--- src/rtl/gencon_param_pkg.sv ---
// gencon_param_pkg: shared state/operator encodings and the signed range check
package gencon_param_pkg;

    typedef enum logic [2:0] {
        S_ENTRY_A = 3'd0,
        S_OPER    = 3'd1,
        S_EXEC    = 3'd2,
        S_ENTRY_B = 3'd3,
        S_DONE    = 3'd4
    } state_t;

    typedef enum logic [2:0] {
        OP_NONE = 3'd0,
        OP_NEG  = 3'd1,
        OP_ADD  = 3'd2,
        OP_SUB  = 3'd3,
        OP_MUL  = 3'd4
    } op_t;

    // True when v does not fit a w-bit two's complement value (w <= 32)
    function automatic logic out_of_range(input logic signed [63:0] v, input int w);
        logic signed [63:0] hi;
        hi = (64'sd1 <<< (w - 1)) - 64'sd1;
        return (v > hi) || (v < -hi - 64'sd1);
    endfunction

endpackage

--- src/rtl/gencon_seq_mult.sv ---
// gencon_seq_mult: signed shift-add multiplier, one multiplier bit per cycle
module gencon_seq_mult #(
    parameter int DATA_W = 16
) (
    input  logic                  clk,
    input  logic                  nRST,
    input  logic                  start,
    input  logic                  abort,
    input  logic [DATA_W-1:0]     a,
    input  logic [DATA_W-1:0]     b,
    output logic                  done,
    output logic [2*DATA_W-1:0]   product
);
    localparam int CW = $clog2(DATA_W + 1);
    localparam logic [CW-1:0] LAST = CW'(DATA_W - 1);
    localparam logic [CW-1:0] ITER = CW'(DATA_W);

    logic [2*DATA_W-1:0] mcand, acc, addend;
    logic [DATA_W-1:0]   mplier;
    logic [CW-1:0]       cnt;
    logic                run;

    // The multiplier MSB carries negative weight, so its partial product is subtracted
    always_comb addend = !mplier[0] ? '0 : (cnt == LAST ? -mcand : mcand);

    // Load on start, then accumulate one shifted partial product per cycle
    always_ff @(posedge clk) begin
        if (!nRST || abort) begin
            run    <= 1'b0;
            cnt    <= '0;
            acc    <= '0;
            mcand  <= '0;
            mplier <= '0;
        end else if (start) begin
            run    <= 1'b1;
            cnt    <= '0;
            acc    <= '0;
            mcand  <= {{DATA_W{a[DATA_W-1]}}, a};
            mplier <= b;
        end else if (done) begin
            run    <= 1'b0;
        end else if (run) begin
            acc    <= acc + addend;
            mcand  <= mcand << 1;
            mplier <= mplier >> 1;
            cnt    <= cnt + CW'(1);
        end
    end

    assign done    = run && cnt == ITER;
    assign product = acc;

endmodule

--- src/rtl/gencon_param.sv ---
// gencon_param: keypad calculator controller; GENCON_SATURATE_EN clamps out-of-range results
module gencon_param
    import gencon_param_pkg::*;
#(
    parameter int DATA_W     = 16,
    parameter int MAX_DIGITS = 5
) (
    input  logic              clk,
    input  logic              nRST,
    input  logic [3:0]        keypad_input,
    input  logic              read_input,
    input  logic [2:0]        operator_input,
    input  logic              equal_input,
    input  logic              clear_input,
    output logic              complete,
    output logic              busy,
    output logic              overflow,
    output logic [DATA_W-1:0] display_output,
    output logic [2:0]        tb_current_state
);
    localparam int W  = DATA_W;
    localparam int CW = $clog2(MAX_DIGITS + 1);
    localparam logic [CW-1:0]  MAXD   = CW'(MAX_DIGITS);
    localparam logic [W+3:0]   LIMPOS = {5'd0, {(W-1){1'b1}}};
    localparam logic [W+3:0]   LIMNEG = {4'd0, 1'b1, {(W-1){1'b0}}};
    localparam logic [W-1:0]   MAGMIN = {1'b1, {(W-1){1'b0}}};
`ifdef GENCON_SATURATE_EN
    localparam logic [W-1:0]   SMAX   = {1'b0, {(W-1){1'b1}}};
    localparam logic [W-1:0]   SMIN   = {1'b1, {(W-1){1'b0}}};
`endif

    state_t          state, nxt;
    op_t             op_q;
    logic [W-1:0]    mag, entry_val, a, b, res, res_n;
    logic            neg, touched, ovf, ovf_n;
    logic [CW-1:0]   cnt;
    logic [W+3:0]    mag_next;
    logic [2*W-1:0]  ax, bx, full, product;
    logic            digit_ok, can_digit, is_bin, is_neg, mul_start, mul_done;

    assign digit_ok  = read_input && keypad_input <= 4'd9;
    assign mag_next  = ({4'd0, mag} << 3) + ({4'd0, mag} << 1) + {{W{1'b0}}, keypad_input};
    assign can_digit = digit_ok && cnt < MAXD && mag_next <= (neg ? LIMNEG : LIMPOS);
    assign is_bin    = operator_input inside {3'd2, 3'd3, 3'd4};
    assign is_neg    = operator_input == 3'd1;
    assign entry_val = neg ? -mag : mag;
    assign mul_start = state == S_ENTRY_B && equal_input && !clear_input && op_q == OP_MUL;

    gencon_seq_mult #(.DATA_W(W)) u_mult (
        .clk     (clk),
        .nRST    (nRST),
        .start   (mul_start),
        .abort   (clear_input),
        .a       (a),
        .b       (entry_val),
        .done    (mul_done),
        .product (product)
    );

    // Full-width result, range check and the value that will be displayed
    always_comb begin
        ax    = {{W{a[W-1]}}, a};
        bx    = {{W{b[W-1]}}, b};
        full  = op_q == OP_MUL ? product : op_q == OP_SUB ? ax - bx : ax + bx;
        ovf_n = out_of_range(64'(signed'(full)), W);
`ifdef GENCON_SATURATE_EN
        res_n = !ovf_n ? full[W-1:0] : full[2*W-1] ? SMIN : SMAX;
`else
        res_n = full[W-1:0];
`endif
    end

    // State register
    always_ff @(posedge clk) begin
        if (!nRST) state <= S_ENTRY_A;
        else       state <= nxt;
    end

    // Next-state logic; clear overrides everything
    always_comb begin
        nxt = state;
        if (clear_input) nxt = S_ENTRY_A;
        else case (state)
            S_ENTRY_A: nxt = is_bin ? S_OPER : S_ENTRY_A;
            S_OPER:    nxt = S_ENTRY_B;
            S_ENTRY_B: nxt = equal_input ? S_EXEC : S_ENTRY_B;
            S_EXEC:    nxt = (op_q != OP_MUL || mul_done) ? S_DONE : S_EXEC;
            S_DONE:    nxt = is_bin ? S_ENTRY_B : digit_ok ? S_ENTRY_A : S_DONE;
            default:   nxt = S_ENTRY_A;
        endcase
    end

    // Operand entry, operator latching and result capture
    always_ff @(posedge clk) begin
        if (!nRST || clear_input) begin
            mag     <= '0;
            neg     <= 1'b0;
            cnt     <= '0;
            touched <= 1'b0;
            a       <= '0;
            b       <= '0;
            op_q    <= OP_NONE;
            res     <= '0;
            ovf     <= 1'b0;
        end else case (state)
            S_ENTRY_A, S_ENTRY_B: begin
                if (state == S_ENTRY_B && equal_input) begin
                    b <= entry_val;
                end else if (is_bin) begin
                    if (state == S_ENTRY_A) begin
                        a    <= entry_val;
                        op_q <= op_t'(operator_input);
                    end else if (!touched) begin
                        op_q <= op_t'(operator_input);
                    end
                end else if (is_neg) begin
                    touched <= 1'b1;
                    if (!(neg && mag == MAGMIN)) neg <= ~neg;
                end else if (can_digit) begin
                    touched <= 1'b1;
                    mag     <= mag_next[W-1:0];
                    cnt     <= cnt + CW'(1);
                end
            end
            S_OPER: begin
                mag     <= '0;
                neg     <= 1'b0;
                cnt     <= '0;
                touched <= 1'b0;
            end
            S_EXEC: begin
                if (nxt == S_DONE) begin
                    res <= res_n;
                    ovf <= ovf_n;
                end
            end
            S_DONE: begin
                if (is_bin) begin
                    a       <= res;
                    op_q    <= op_t'(operator_input);
                    mag     <= '0;
                    neg     <= 1'b0;
                    cnt     <= '0;
                    touched <= 1'b0;
                    ovf     <= 1'b0;
                end else if (digit_ok) begin
                    mag     <= {{(W-4){1'b0}}, keypad_input};
                    neg     <= 1'b0;
                    cnt     <= CW'(1);
                    touched <= 1'b0;
                    ovf     <= 1'b0;
                end
            end
            default: ;
        endcase
    end

    // Status and display outputs decoded from the current state
    always_comb begin
        complete         = state == S_DONE;
        busy             = state == S_EXEC;
        overflow         = state == S_DONE && ovf;
        display_output   = state == S_DONE ? res : entry_val;
        tb_current_state = state;
    end

endmodule

--- config.mk ---
export PLATFORM = sky130hd
export DESIGN_NAME = gencon_param
export DESIGN_NICKNAME = d
export VERILOG_FILES = /design/src/rtl/gencon_param_pkg.sv /design/src/rtl/gencon_seq_mult.sv /design/src/rtl/gencon_param.sv
export SDC_FILE = /design/constraint.sdc
export NUM_CORES = 1
export LEC_CHECK = 0
export CORE_UTILIZATION = 60
export CTS_BUF_LIST = sky130_fd_sc_hd__clkbuf_4 sky130_fd_sc_hd__clkbuf_8
export DETAILED_ROUTE_END_ITERATION = 8
export PLACE_DENSITY = 0.81
export SYNTH_ARGS = -nofsm -noshare
export SYNTH_HDL_FRONTEND = slang
export SYNTH_SLANG_ARGS = --single-unit
--- constraint.sdc ---
create_clock -name clk -period 12.4 [get_ports clk]
set_clock_uncertainty 0.2 [all_clocks]
set_input_delay 2.48 -clock clk [delete_from_list [all_inputs] [get_ports clk]]
set_output_delay 2.48 -clock clk [all_outputs]
set_load 0.05 [all_outputs]
==> reports/qor.json <==
{
  "run_status": {"value": "finished clean"},
  "ctsHoldBuffers": {"value": 0},
  "maxCapViolCount": {"value": 0},
  "cts-htree-levels": {"value": 4},
  "worst_slew_pin_slew": {"value": 1150, "unit": "ps"},
  "synth-warning-count": {"value": 0},
  "syn_inst": {"value": 1530},
  "finalWeightedCongestion": {"value": 0.904},
  "synth.ff_latch_count": {"value": 162},
  "share_of_the_synthesized_netlist_area_taken_by_xor_and_xnor_gates": {"value": 7.83, "unit": "%"},
  "timing.critical_path.from_type": {"value": "input port"},
  "synth-async-reset-ratio": {"value": 0, "unit": "%"},
  "setup_repair_after_global_routing_missed_its_margin": {"value": "false"},
  "layout_cells_sized_above_1": {"value": 5.60, "unit": "%"},
  "worst_r2r_startpoint": {"value": "mag[0]"},
  "area_growth_syn_to_layout": {"value": 8.05, "unit": "%"},
  "synth-compound-area-share": {"value": 23.1, "unit": "%"},
  "cts_sink_cnt": {"value": 162},
  "fillCellCount": {"value": 1668},
  "synth_fp_nets": {"value": 1647},
  "setup.worst_path.class": {"value": "input port to flop"},
  "gr_util_all_layers": {"value": 32.2, "unit": "%"},
  "timing.critical_path.arrival": {"value": 7780, "unit": "ps"},
  "buffer_ports.inserted": {"value": 33},
  "intPower": {"value": 766, "unit": "µW"},
  "final_period_minus_worst_setup_slack": {"value": 7640, "unit": "ps"},
  "drtAntennaViolNets": {"value": 0},
  "final_power": {"value": 1060, "unit": "µW"},
  "synth.avg_cell_area": {"value": 7.67, "unit": "µm²"},
  "detailedRoute.firstPassIterationCount": {"value": 6},
  "post_synth_mux_area_share": {"value": 1.89, "unit": "%"},
  "synth_enable_flop_cells": {"value": 0},
  "max_freq": {"value": 0.131, "unit": "GHz"},
  "critical_path_peak_fanout": {"value": 24},
  "postRouteWirelength": {"value": 31600, "unit": "µm"},
  "die_area": {"value": 20100, "unit": "µm²"},
  "cts_resized": {"value": 0},
  "cts_tree": {"value": "yes"},
  "power_density_over_the_cells": {"value": 83.2, "unit": "nW/µm²"},
  "clock_power_share": {"value": 41.0, "unit": "%"},
  "synth_largest_area_cell": {"value": "sky130_fd_sc_hd__dfxtp_1"},
  "io_pins": {"value": 34},
  "wl_per_cell": {"value": 17.6, "unit": "µm"},
  "detailedRoute.firstIterationViolations": {"value": 848},
  "first_global_vias": {"value": 10232},
  "drv_slew": {"value": 0},
  "place_hpwl": {"value": 22900, "unit": "µm"},
  "initial_utilization": {"value": 61.9, "unit": "%"},
  "grt.overflow.total": {"value": 0},
  "worst-r2r-cell-count": {"value": 19},
  "worst_setup_path_end_kind": {"value": "flop"},
  "power.share.combinational": {"value": 9.1, "unit": "%"},
  "synthesis.area": {"value": 11700, "unit": "µm²"},
  "hold_path.class": {"value": "flop to flop"},
  "r2r-end": {"value": "mag[11]"},
  "synth_commonest_cells": {"value": "sky130_fd_sc_hd__nand2_1, sky130_fd_sc_hd__dfxtp_1, sky130_fd_sc_hd__nor2_1"},
  "yosys_most_used_dff": {"value": "sky130_fd_sc_hd__dfxtp_1"},
  "antenna_cells_inserted": {"value": 0},
  "synth_top_family_by_area": {"value": "simple AND/OR/NAND/NOR gates"},
  "placement_rows": {"value": 50},
  "dieWidth": {"value": 142, "unit": "µm"},
  "synth.area.top_cells": {"value": "sky130_fd_sc_hd__dfxtp_1, sky130_fd_sc_hd__ha_1, sky130_fd_sc_hd__nand2_1"},
  "antenna_found_initial": {"value": 0},
  "avgViaCountPerCell": {"value": 6.20},
  "synthesized_area_fraction_occupied_by_adder_cells": {"value": 11.4, "unit": "%"},
  "slew-limit-headroom": {"value": 22.9, "unit": "%"},
  "chipHeight": {"value": 142, "unit": "µm"},
  "core_region_area": {"value": 19000, "unit": "µm²"},
  "report.final.setup_viol": {"value": 0},
  "total_switching_power": {"value": 290, "unit": "µW"},
  "post-route-drc-count": {"value": 0},
  "clockBufferDepth": {"value": 2},
  "grt_start_max_net_pins": {"value": 89},
  "fraction_of_the_mapped_netlist_area_in_simple_logic_gates": {"value": 24.4, "unit": "%"},
  "timing.final.crit_share": {"value": 61.6, "unit": "%"},
  "worst_setup_path_end": {"value": "mag[11]"},
  "clk-insertion-delay-late": {"value": 480, "unit": "ps"},
  "nets": {"value": 1640},
  "cts.reportedPaths.clkPinSlew": {"value": 90, "unit": "ps"},
  "first_pass_grt_wire_length": {"value": 51900, "unit": "µm"},
  "vias": {"value": 11144},
  "peak_supply_drop": {"value": 0.0702, "unit": "mV"},
  "cts-buffers-inserted": {"value": 17},
  "post-synth-top-count-cell": {"value": "sky130_fd_sc_hd__nand2_1"},
  "ys_types": {"value": 76},
  "synth_sequential_area_ratio": {"value": 27.6, "unit": "%"},
  "timing.critical_path.from": {"value": "keypad_input[3]"},
  "cts_setup_buffers": {"value": 0},
  "cts_root_buf": {"value": "sky130_fd_sc_hd__clkbuf_8"},
  "top_area_cell_type_share_of_the_netlist_area": {"value": 27.6, "unit": "%"},
  "r2r_slack": {"value": 6640, "unit": "ps"},
  "leakagePower": {"value": 0.00507, "unit": "µW"},
  "swShare": {"value": 27.4, "unit": "%"},
  "cp.required": {"value": 12540, "unit": "ps"},
  "seqPwrFrac": {"value": 49.9, "unit": "%"},
  "timing_hold_violations_final": {"value": 0},
  "final_setup_tns": {"value": 0, "unit": "ps"}
}
==> registers in the layout, summed over array words and instances (netlist names) <==
name and cells:
u_mult.mcand 32, u_mult.product 32, a 16, b 16
mag 16, res 16, u_mult.mplier 16, u_mult.cnt 5
cnt 3, op_q 3, tb_current_state 3, neg 1
ovf 1, touched 1, u_mult.run 1
==> per-stage QoR <==
step                      cell area, µm²  worst slack (ps)  util, %  hold WS (ps)  instances
final                              12700              4760     66.9           261       1796
after global routing               12700              4480     66.9           301       1796
after CTS                          12700              4820     66.9           264       1796
after detailed placement           12300              4330     64.7           252       1764
after global placement             12300              4550     64.7           241       1764
after floorplan                    11700              5350        -           232       1530
==> critical path: stages <==
cell	delay, ps
sky130_fd_sc_hd__clkdlybuf4s50_1	500
sky130_fd_sc_hd__inv_1	90
sky130_fd_sc_hd__fa_1	560
sky130_fd_sc_hd__inv_1	70
sky130_fd_sc_hd__ha_1	310
sky130_fd_sc_hd__a211oi_1	270
sky130_fd_sc_hd__o21ai_1	150
sky130_fd_sc_hd__a211oi_1	400
sky130_fd_sc_hd__a21oi_1	210
sky130_fd_sc_hd__xor2_1	200
sky130_fd_sc_hd__ha_1	310
sky130_fd_sc_hd__a21oi_1	150
sky130_fd_sc_hd__o21ai_0	130
sky130_fd_sc_hd__nor4_1	310
sky130_fd_sc_hd__nor2_1	110
sky130_fd_sc_hd__or4_4	550
sky130_fd_sc_hd__o41ai_4	290
sky130_fd_sc_hd__buf_4	400
sky130_fd_sc_hd__mux2i_1	250
sky130_fd_sc_hd__nor2_1	60
==> cells by family after synthesis <==
kind of cell,count (synthesis)
multiplexers,22
flip-flops,162
buffers and inverters,112
AND/OR/NAND/NOR,612
adder cells (fa/ha/maj),105
AO/OA/AOI/OAI,412
XOR/XNOR,105
==> layout by cell type, fill, tap and decap left out, types with 5 or more instances in the layout <==
cell	count
sky130_fd_sc_hd__o31a_1	5
sky130_fd_sc_hd__dfxtp_1	162
sky130_fd_sc_hd__or4_1	9
sky130_fd_sc_hd__a21o_1	23
sky130_fd_sc_hd__clkdlybuf4s50_1	33
sky130_fd_sc_hd__nor2_1	147
sky130_fd_sc_hd__xnor2_1	65
sky130_fd_sc_hd__o211ai_1	11
sky130_fd_sc_hd__or2_2	8
sky130_fd_sc_hd__a211oi_1	48
sky130_fd_sc_hd__inv_6	5
sky130_fd_sc_hd__ha_1	101
sky130_fd_sc_hd__a31oi_1	27
sky130_fd_sc_hd__and3_1	24
sky130_fd_sc_hd__or3_1	9
sky130_fd_sc_hd__mux2i_1	21
sky130_fd_sc_hd__nor3_1	28
sky130_fd_sc_hd__o21ai_1	5
sky130_fd_sc_hd__o21a_1	12
sky130_fd_sc_hd__o31ai_1	11
sky130_fd_sc_hd__buf_4	16
sky130_fd_sc_hd__xor2_1	40
sky130_fd_sc_hd__clkbuf_8	18
sky130_fd_sc_hd__nand3_1	25
sky130_fd_sc_hd__nand4_1	14
sky130_fd_sc_hd__o21ai_0	65
sky130_fd_sc_hd__nand2_1	236
sky130_fd_sc_hd__nand2b_1	18
sky130_fd_sc_hd__inv_1	36
sky130_fd_sc_hd__a21oi_1	134
sky130_fd_sc_hd__a311oi_1	20
sky130_fd_sc_hd__o41ai_1	11
sky130_fd_sc_hd__nor4b_1	5
sky130_fd_sc_hd__nor4_1	13
sky130_fd_sc_hd__and2_1	34
sky130_fd_sc_hd__nor2b_1	17
==> metal layers <==
metal | up-vias | part of all wire (%) | global-route usage, %
met3 | 63 | 5.4 | 4.62
met2 | 348 | 45 | 52.0
met4 | 0 | 2.7 | 11.4
met1 | 5269 | 46 | 43.8
li1 | 5464 | - | -
met5 | - | 0 | 0
==> power by group through the flow <==
| stage | Sequential, µW | Clock, µW | Combinational, µW |
|---|---|---|---|
| detailed placement | 539 | 0 | 94.2 |
| floorplan | 537 | 0 | 66.5 |
| global route | 528 | 455 | 103 |
| global placement | 539 | 0 | 92.6 |
| finish | 527 | 432 | 96.5 |
| CTS | 527 | 433 | 94.7 |
==> worst min path at each step <==
stage / startpoint / endpoint / slack (ps) / cells after the start
after floorplan: res[0] / res[0] / 230 / 2
after global placement: res[1] / res[1] / 240 / 2
after detailed placement: res[1] / res[1] / 250 / 2
after CTS: res[1] / res[1] / 260 / 2
after global routing: res[1] / res[1] / 300 / 2
final: res[1] / res[1] / 260 / 2
==> final cells by class <==
cell class                      count  area, µm²  area share, %
Multi-Input combinational cell   1256       8100           63.8
Tap cell                          260        325           2.56
Timing Repair Buffer               49        450           3.55
Sequential cell                   162       3240           25.6
Clock buffer                       19        255           2.01
Inverter                           37        139           1.09
Clock inverter                     13        174           1.37
No activity file was read; power rests on OpenSTA's default activity.
